--- src/rtl/result_display.sv ---
// Four-digit hex display driver for a 16-bit result bus: captures changes,
// scans a common-anode 7-segment display and flashes the decimal points after each capture.
module result_display #(
  parameter int REFRESH_DIV  = 50000,
  parameter int FLASH_CYCLES = 25000000,
  parameter bit BLANK_LZ     = 1'b1
) (
  input  logic        clk,
  input  logic        rst,
  input  logic [15:0] result_in,
  input  logic        hold,
  output logic [6:0]  seg,
  output logic [3:0]  an,
  output logic        dp,
  output logic [15:0] value
);

  localparam int DIV_W   = $clog2(REFRESH_DIV + 1);
  localparam int FLASH_W = $clog2(FLASH_CYCLES + 1);
  localparam logic [DIV_W-1:0]   DIV_LAST   = DIV_W'(REFRESH_DIV - 1);
  localparam logic [FLASH_W-1:0] FLASH_LOAD = FLASH_W'(FLASH_CYCLES - 1);

  logic [DIV_W-1:0]   div_cnt;
  logic [1:0]         digit_sel;
  logic [FLASH_W-1:0] flash_cnt;
  logic               tick;
  logic               capture;

  logic [3:0] nibble_p0;
  logic       blank_p0;
  logic [3:0] an_p0;
  logic [6:0] seg_p0;
  logic       dp_p0;

  function automatic logic [6:0] hex_to_seg(input logic [3:0] h);
    case (h)
      4'h0: hex_to_seg = 7'b1000000;
      4'h1: hex_to_seg = 7'b1111001;
      4'h2: hex_to_seg = 7'b0100100;
      4'h3: hex_to_seg = 7'b0110000;
      4'h4: hex_to_seg = 7'b0011001;
      4'h5: hex_to_seg = 7'b0010010;
      4'h6: hex_to_seg = 7'b0000010;
      4'h7: hex_to_seg = 7'b1111000;
      4'h8: hex_to_seg = 7'b0000000;
      4'h9: hex_to_seg = 7'b0010000;
      4'hA: hex_to_seg = 7'b0001000;
      4'hB: hex_to_seg = 7'b0000011;
      4'hC: hex_to_seg = 7'b1000110;
      4'hD: hex_to_seg = 7'b0100001;
      4'hE: hex_to_seg = 7'b0000110;
      default: hex_to_seg = 7'b0001110;
    endcase
  endfunction

  function automatic logic [FLASH_W-1:0] sat_dec(input logic [FLASH_W-1:0] x);
    sat_dec = (x == '0) ? '0 : x - FLASH_W'(1);
  endfunction

  assign tick    = (div_cnt == DIV_LAST);
  assign capture = !hold && (result_in != value);

  // Stage p0: decode the digit about to be enabled from the current value.
  always_comb begin
    nibble_p0 = value[3:0];
    blank_p0  = 1'b0;
    case (digit_sel)
      2'd1: begin
        nibble_p0 = value[7:4];
        blank_p0  = BLANK_LZ && (value[15:4] == 12'd0);
      end
      2'd2: begin
        nibble_p0 = value[11:8];
        blank_p0  = BLANK_LZ && (value[15:8] == 8'd0);
      end
      2'd3: begin
        nibble_p0 = value[15:12];
        blank_p0  = BLANK_LZ && (value[15:12] == 4'd0);
      end
      default: begin
        nibble_p0 = value[3:0];
        blank_p0  = 1'b0;
      end
    endcase
    an_p0  = 4'b1111;
    seg_p0 = 7'b1111111;
    dp_p0  = 1'b1;
    if (!blank_p0) begin
      an_p0  = ~(4'b0001 << digit_sel);
      seg_p0 = hex_to_seg(nibble_p0);
      dp_p0  = (flash_cnt == '0);
    end
  end

  always_ff @(posedge clk or posedge rst) begin
    if (rst) begin
      div_cnt <= '0;
    end else if (tick) begin
      div_cnt <= '0;
    end else begin
      div_cnt <= div_cnt + DIV_W'(1);
    end
  end

  always_ff @(posedge clk or posedge rst) begin
    if (rst) begin
      value     <= 16'd0;
      flash_cnt <= '0;
    end else if (capture) begin
      value     <= result_in;
      flash_cnt <= FLASH_LOAD;
    end else begin
      flash_cnt <= sat_dec(flash_cnt);
    end
  end

  // Stage p1: registered display outputs, updated only on scan ticks.
  always_ff @(posedge clk or posedge rst) begin
    if (rst) begin
      digit_sel <= 2'd0;
      an        <= 4'b1111;
      seg       <= 7'b1111111;
      dp        <= 1'b1;
    end else if (tick) begin
      digit_sel <= digit_sel + 2'd1;
      an        <= an_p0;
      seg       <= seg_p0;
      dp        <= dp_p0;
    end
  end

endmodule

--- config.mk ---
export PLATFORM = sky130hd
export DESIGN_NAME = result_display
export DESIGN_NICKNAME = d
export VERILOG_FILES = /design/src/rtl/result_display.sv
export SDC_FILE = /design/constraint.sdc
export NUM_CORES = 1
export LEC_CHECK = 0
export BUFFER_PORTS_ARGS = -buffer_cell sky130_fd_sc_hd__buf_2
export CORE_ASPECT_RATIO = 0.8
export CORE_UTILIZATION = 54
export DETAILED_ROUTE_END_ITERATION = 6
export HOLD_SLACK_MARGIN = 0.05
export PLACE_DENSITY_LB_ADDON = 0.05
export SLEW_MARGIN = 20
export SYNTH_ARGS = -nofsm -noshare
export SYNTH_HDL_FRONTEND = slang
export SYNTH_SLANG_ARGS = --single-unit
--- constraint.sdc ---
create_clock -name clk -period 3.2 [get_ports clk]
set_input_delay 0 -clock clk [delete_from_list [all_inputs] [get_ports clk]]
set_output_delay 0 -clock clk [all_outputs]
set_load 0.005 [all_outputs]
======== Word-level counts from Yosys, hierarchy flattened ========
Memory sizes are Yosys's and may differ from the RTL's.
Index checks and enable logic that the tools add are counted.
word-level totals
  word-level logic and storage cells ...... 32
  output and inout bits ................... 28
  RAM bits ................................ 0
  register bits ........................... 71
  bits in latches ......................... 0
  memories ................................ 1
  memory bits (read-only) ................. 112
  input bits .............................. 19
cells by class
  bitwise logic cells ..................... 1
  multipliers ............................. 0
  reductions and logical operators ........ 6
  add/subtract/negate cells ............... 3
  multiplexer cells ....................... 8
  shifts and indexed selects .............. 1
  equality and inequality tests ........... 5
  magnitude comparators ................... 0
  div/mod/pow operators ................... 0
memories
  name              words  bits a word  rd ports  clocked after memory_dff  wr ports  line  source
  (name not given)  16     7            1         0                         0         36    case (h)
operator list
  kind                                                                   number
  25-bit 2-to-1 mux                                                      2
  25-bit zero test                                                       1
  25-bit by 1-bit subtractor with 25-bit output (second input constant)  1
  16-bit by 1-bit adder with 16-bit output (second input constant)       1
  16-bit == test (second input constant)                                 1
  16-bit 2-to-1 mux                                                      1
  16-bit inequality test                                                 1
  12-bit zero test                                                       1
  4-bit one-hot mux with 3 select lines                                  1
  8-bit zero test                                                        1
  7-bit 2-to-1 mux                                                       1
  2-bit == test (second input constant)                                  2
  4-bit zero test                                                        1
  4-bit 2-to-1 mux                                                       1
  4-bit NOT                                                              1
  1-bit by 2-bit << shifter with 4-bit output (first input constant)     1
  1-bit one-hot mux with 3 select lines                                  1
  2-bit by 1-bit adder with 2-bit output (second input constant)         1
  2-bit by 1-bit == test with 1-bit output (second input constant)       1
  1-bit logical AND                                                      1
  1-bit zero test                                                        1
  1-bit 2-to-1 mux                                                       1

======== Depth between registers and ports, before layout ========
An unclocked memory read counts as a cell.
  word-level depth ........................ 4
  gate-level depth with buffers ........... 10
  gate-level depth less buffers ........... 10

======== Worst setup path before layout ========
OpenSTA, ideal clock, no wires.
  kind .................................... reg-to-reg
  from .................................... reg digit_sel[0]
  to ...................................... reg seg[0]
  path buffers ............................ 1
  setup time .............................. 0.077 ns
  data required time ...................... 3.123 ns
  slack ................................... 0.927 ns
  period minus slack after synthesis ...... 2.273 ns
  stages on the path, launching flop included .. 11
  arrival ................................. 2.196 ns
  cells stage by stage .................... dfrtp_1 inv_1 ha_1 clkbuf_1 mux2_2 inv_1 ha_1 mux2i_1 o21ai_0 o21ai_0 a31oi_1
between the ends
  longest elaborated chain between the ends .. 4
  elaborated cells on any way between the ends .. 7
  those cells by class .................... 3 x eq/ne; 3 x mux; 1 x memory
RTL lines
  element                                                                    line  source
  start, declared                                                            24    logic [1:0] digit_sel;
  start signal, assigned                                                     125   digit_sel <= digit_sel + 2'd1;
  2-bit == test or 2-bit by 1-bit == test with 1-bit output (tied branches)  67    case (digit_sel)
  4-bit one-hot mux with 3 select lines                                      67
  memory 16 x 7 bit                                                          n/a
  7-bit 2-to-1 mux (*)                                                       88    if (!blank_p0) begin
  end signal, assigned                                                       127   seg <= seg_p0;
  end, declared                                                              12    output logic [6:0] seg,
Every way passes the cells marked *; elsewhere a longest branch is shown, timed or not.
A chain may end at the register's enable or synchronous reset.

======== Worst setup path in the final report ========
Ends and elaborated chain as after synthesis.

==> results.md <==
- Outcome: completed
- Total GRT Usage: 0.240
- Root Buffer Master: clkbuf_8
- Largest net degree at the start of global routing: 28
- Vias: 2760
- Worst setup path category: reg2reg
- Vias/cell: 5.42
- Slowest stage delay, CP: 450 ps
- Slew margin rel.: 0.519
- Count of final max-slew check failures: 0
- First-pass GRT wire length: 13300 um
- Sequential share of power: 0.531
- Final cell count without fillers: 509
- TritonCTS clock tree: built
- Initial Util: 0.571
- Detailed Routing Iterations Pass 1: 4
- RD Place Congestion: 0.863
- Die W: 94.7 um
- Nature of the critical path endpoint: flop
- P_sw: 0.466 mW
- Worst hold slack: 242 ps
- I/O Pins: 47
- Sequential cell area: 1790 um2
- Power Density: 412 nW/um2
- Clock share of power: 0.356
- Vias in the first global route: 2770
- Synth async-reset ratio: 1.00
- Internal Power: 1.34 mW
- Clock-pin slew of the registers on the worst-case setup and hold paths: 70 ps
- Net Count, Synth: 382
- Antenna Cells: 0
- Hold Fails Final Rpt: 0
- Cell count after synthesis: 351
- Drt drc: 0
- Setup ws final: 803 ps
- Post CTS Setup Buffer Count: 0
- EDFF count, synth: 0
- Final TNS setup: 0 ps
- I/O Buffers: 46
- RSZ-0062 raised after global routing: no
- Util after Layout: 0.673
- Worst path top cell family by delay: adder cells
- Nets@finish: 452
- Sink Count: 71
- Total Wirelength: 7660 um
- Synth-to-Final Area Change: 18.0%
- Max Root-Sink Buffers: 2
- Number of max-cap violations: 0
- Core Footprint: 6510 um2
- Leak: 1.91 nW
- Post-placement cell count: 477
- Rows: 26
- Peak supply drop: 292 uV
- F_max: 417 MHz
- Inserted Clock Buffers: 9
- Synth Flop Type: dfrtp_1
- Post-Syn Area: 3710 um2
- Switch share: 0.258
- Routed Antenna Nets: 0
- GR Overflow Total: 0
- Crit share post-route: 0.749
- Combinational share of power: 0.113
- Reg2reg setup slack: 800 ps
- Worst Hold Class: in2async
- Proportion of synthesized chip area in sequential cells: 0.483
- #FFs+latches synth: 71
- Multi-input logic area: 1820 um2
- Die Ht: 76.2 um
- Clk_skew: 7.85 ps
- CP max stage cell: mux2_2
- Maximum fanout along the worst path: 11
- HPWL Detailed: 5410 um
- Final setup fails: 0
- Final instance area: 4380 um2
- Wire per inst: 15.1 um
- Cell variety after synth: 43
- Filler cells: 511
- Initial detailed-routing violation count: 142
- Cell Area, Placed: 4040 um2
- Arrival time worst endpoint: 2670 ps
- Overall power: 1.81 mW
- Layout cell share with drive strength beyond 1: 0.252
- Worst skew pair latency: 340 ps
- Die ar.: 7210 um2
- CTS HTree Levels: 3
- Antenna violations before repair: 0
- Place WS: 778 ps
- Worst Setup Start Kind: flop
- Syn_area_per_cell: 10.6 um2
- Crit path cell chain: inv_1, ha_1, mux2_2, inv_1, ha_1, mux2i_1, o21ai_0, o21ai_0, a31oi_1
- Syn. warnings: 0
- CP Buf/Inv Count: 2
- Min cycle time layout: 2400 ps
- WP data required: 3470 ps
- Slew @ Worst Pin: 715 ps
## logic make-up after synthesis
| logic type | Yosys count | synth area share |
|---|---|---|
| AOI/OAI and AO/OA | 49 | 0.0826 |
| xor gates and xnor gates | 53 | 0.125 |
| adders and majority gates | 12 | 0.0404 |
| buffers and inverters | 22 | 0.0259 |
| DFF | 71 | 0.483 |
| muxes | 25 | 0.0742 |
| and+or+nand+nor | 119 | 0.169 |
## layout make-up
type,instances,share of cell area
well taps,84,0.0240
clock buffers,12,0.0354
repair buffers,68,0.0999
flip-flops and latches,71,0.409
clock inverters,3,0.00428
multi-input cells,258,0.416
inverters,13,0.0111
## timing repair
item,CTS,global route
hold buffers,17,0
gates resized for setup,0,0
endpoints found under the hold margin,41,0
## power groups by stage
stage / registers [mW] / logic, mW / clock network, mW
after global routing: 0.963 / 0.229 / 0.701
after global placement: 0.972 / 0.188 / 0
after detailed placement: 0.974 / 0.188 / 0
final: 0.959 / 0.203 / 0.643
after floorplan: 0.967 / 0.121 / 0
after CTS: 0.957 / 0.205 / 0.663
## layer usage
metal | track usage | vias up | share of wire
li1 | - | 1365 | -
met1 | 0.350 | 1321 | 0.50
met2 | 0.342 | 58 | 0.44
met3 | 0.0739 | 16 | 0.042
met4 | 0.0712 | 0 | 0.019
met5 | 0 | - | 0
## synth_stat cells (2+ instances only)
library cell,instances,area [um2]
o211ai_1,2,15.0
nor4_1,8,50.1
o21ai_0,20,100
dfrtp_1,59,1480
xnor2_1,23,201
xor2_1,30,263
dfstp_2,12,315
nor4_2,2,25.0
buf_4,2,15.0
nor4_4,3,63.8
nor2_1,46,173
buf_2,4,20.0
a21o_1,2,15.0
a222oi_1,4,40.0
inv_1,13,48.8
o31ai_1,2,15.0
nand4_1,5,31.3
mux2i_1,5,50.1
ha_1,12,150
nand3_1,17,85.1
nor3_1,11,55.1
mux2_2,20,225
and3_1,2,12.5
nor2b_1,2,12.5
nand2_1,16,60.1
a31oi_1,6,37.5
a21oi_1,7,35.0
## worst reg2reg max path: stages, from the launching register on
cell and delay [ps]:
dfrtp_1 400, inv_1 140, ha_1 430, mux2_2 450, inv_1 120, ha_1 260
mux2i_1 100, o21ai_0 150, o21ai_0 90, a31oi_1 200
## worst paths after layout
kind	from	endpoint	depth (start not counted)
min	rst	div_cnt[13]	3
max	digit_sel[0]	seg[0]	9
max in group asynchronous	rst	an[3]	4
max reg2reg	digit_sel[0]	seg[0]	9
min reg2reg	div_cnt[12]	div_cnt[12]	1
min in group clk	hold	value[13]	3
## cell usage in the layout, fill, tap and decap left out, drive strengths merged
cell type    instances
clkinv               3
or3                  1
a31oi                6
a21oi                7
nor3                11
nor2b                2
xnor2               23
inv                 13
xor2                30
nor2                46
or4b                 1
nand3               17
and3                 2
a222oi               4
dfstp               12
o31a                 1
o41ai                1
nor4                13
buf                 51
mux2i                5
clkbuf              12
or4                  1
dlygate4sd3         17
a41oi                1
nand2               17
a41o                 1
mux2                20
o21ai               21
a21o                 2
o31ai                2
ha                  12
nand3b               1
o211ai               2
or2                  1
dfrtp               59
nand4                6
a211oi               1
## registers in the layout, indices dropped and copies added, names as in the netlist
signal     cells
div_cnt       16
value         16
an             4
flash_cnt     25
digit_sel      2
seg            7
dp             1
Note: power is estimated with default switching activity, not from simulation.
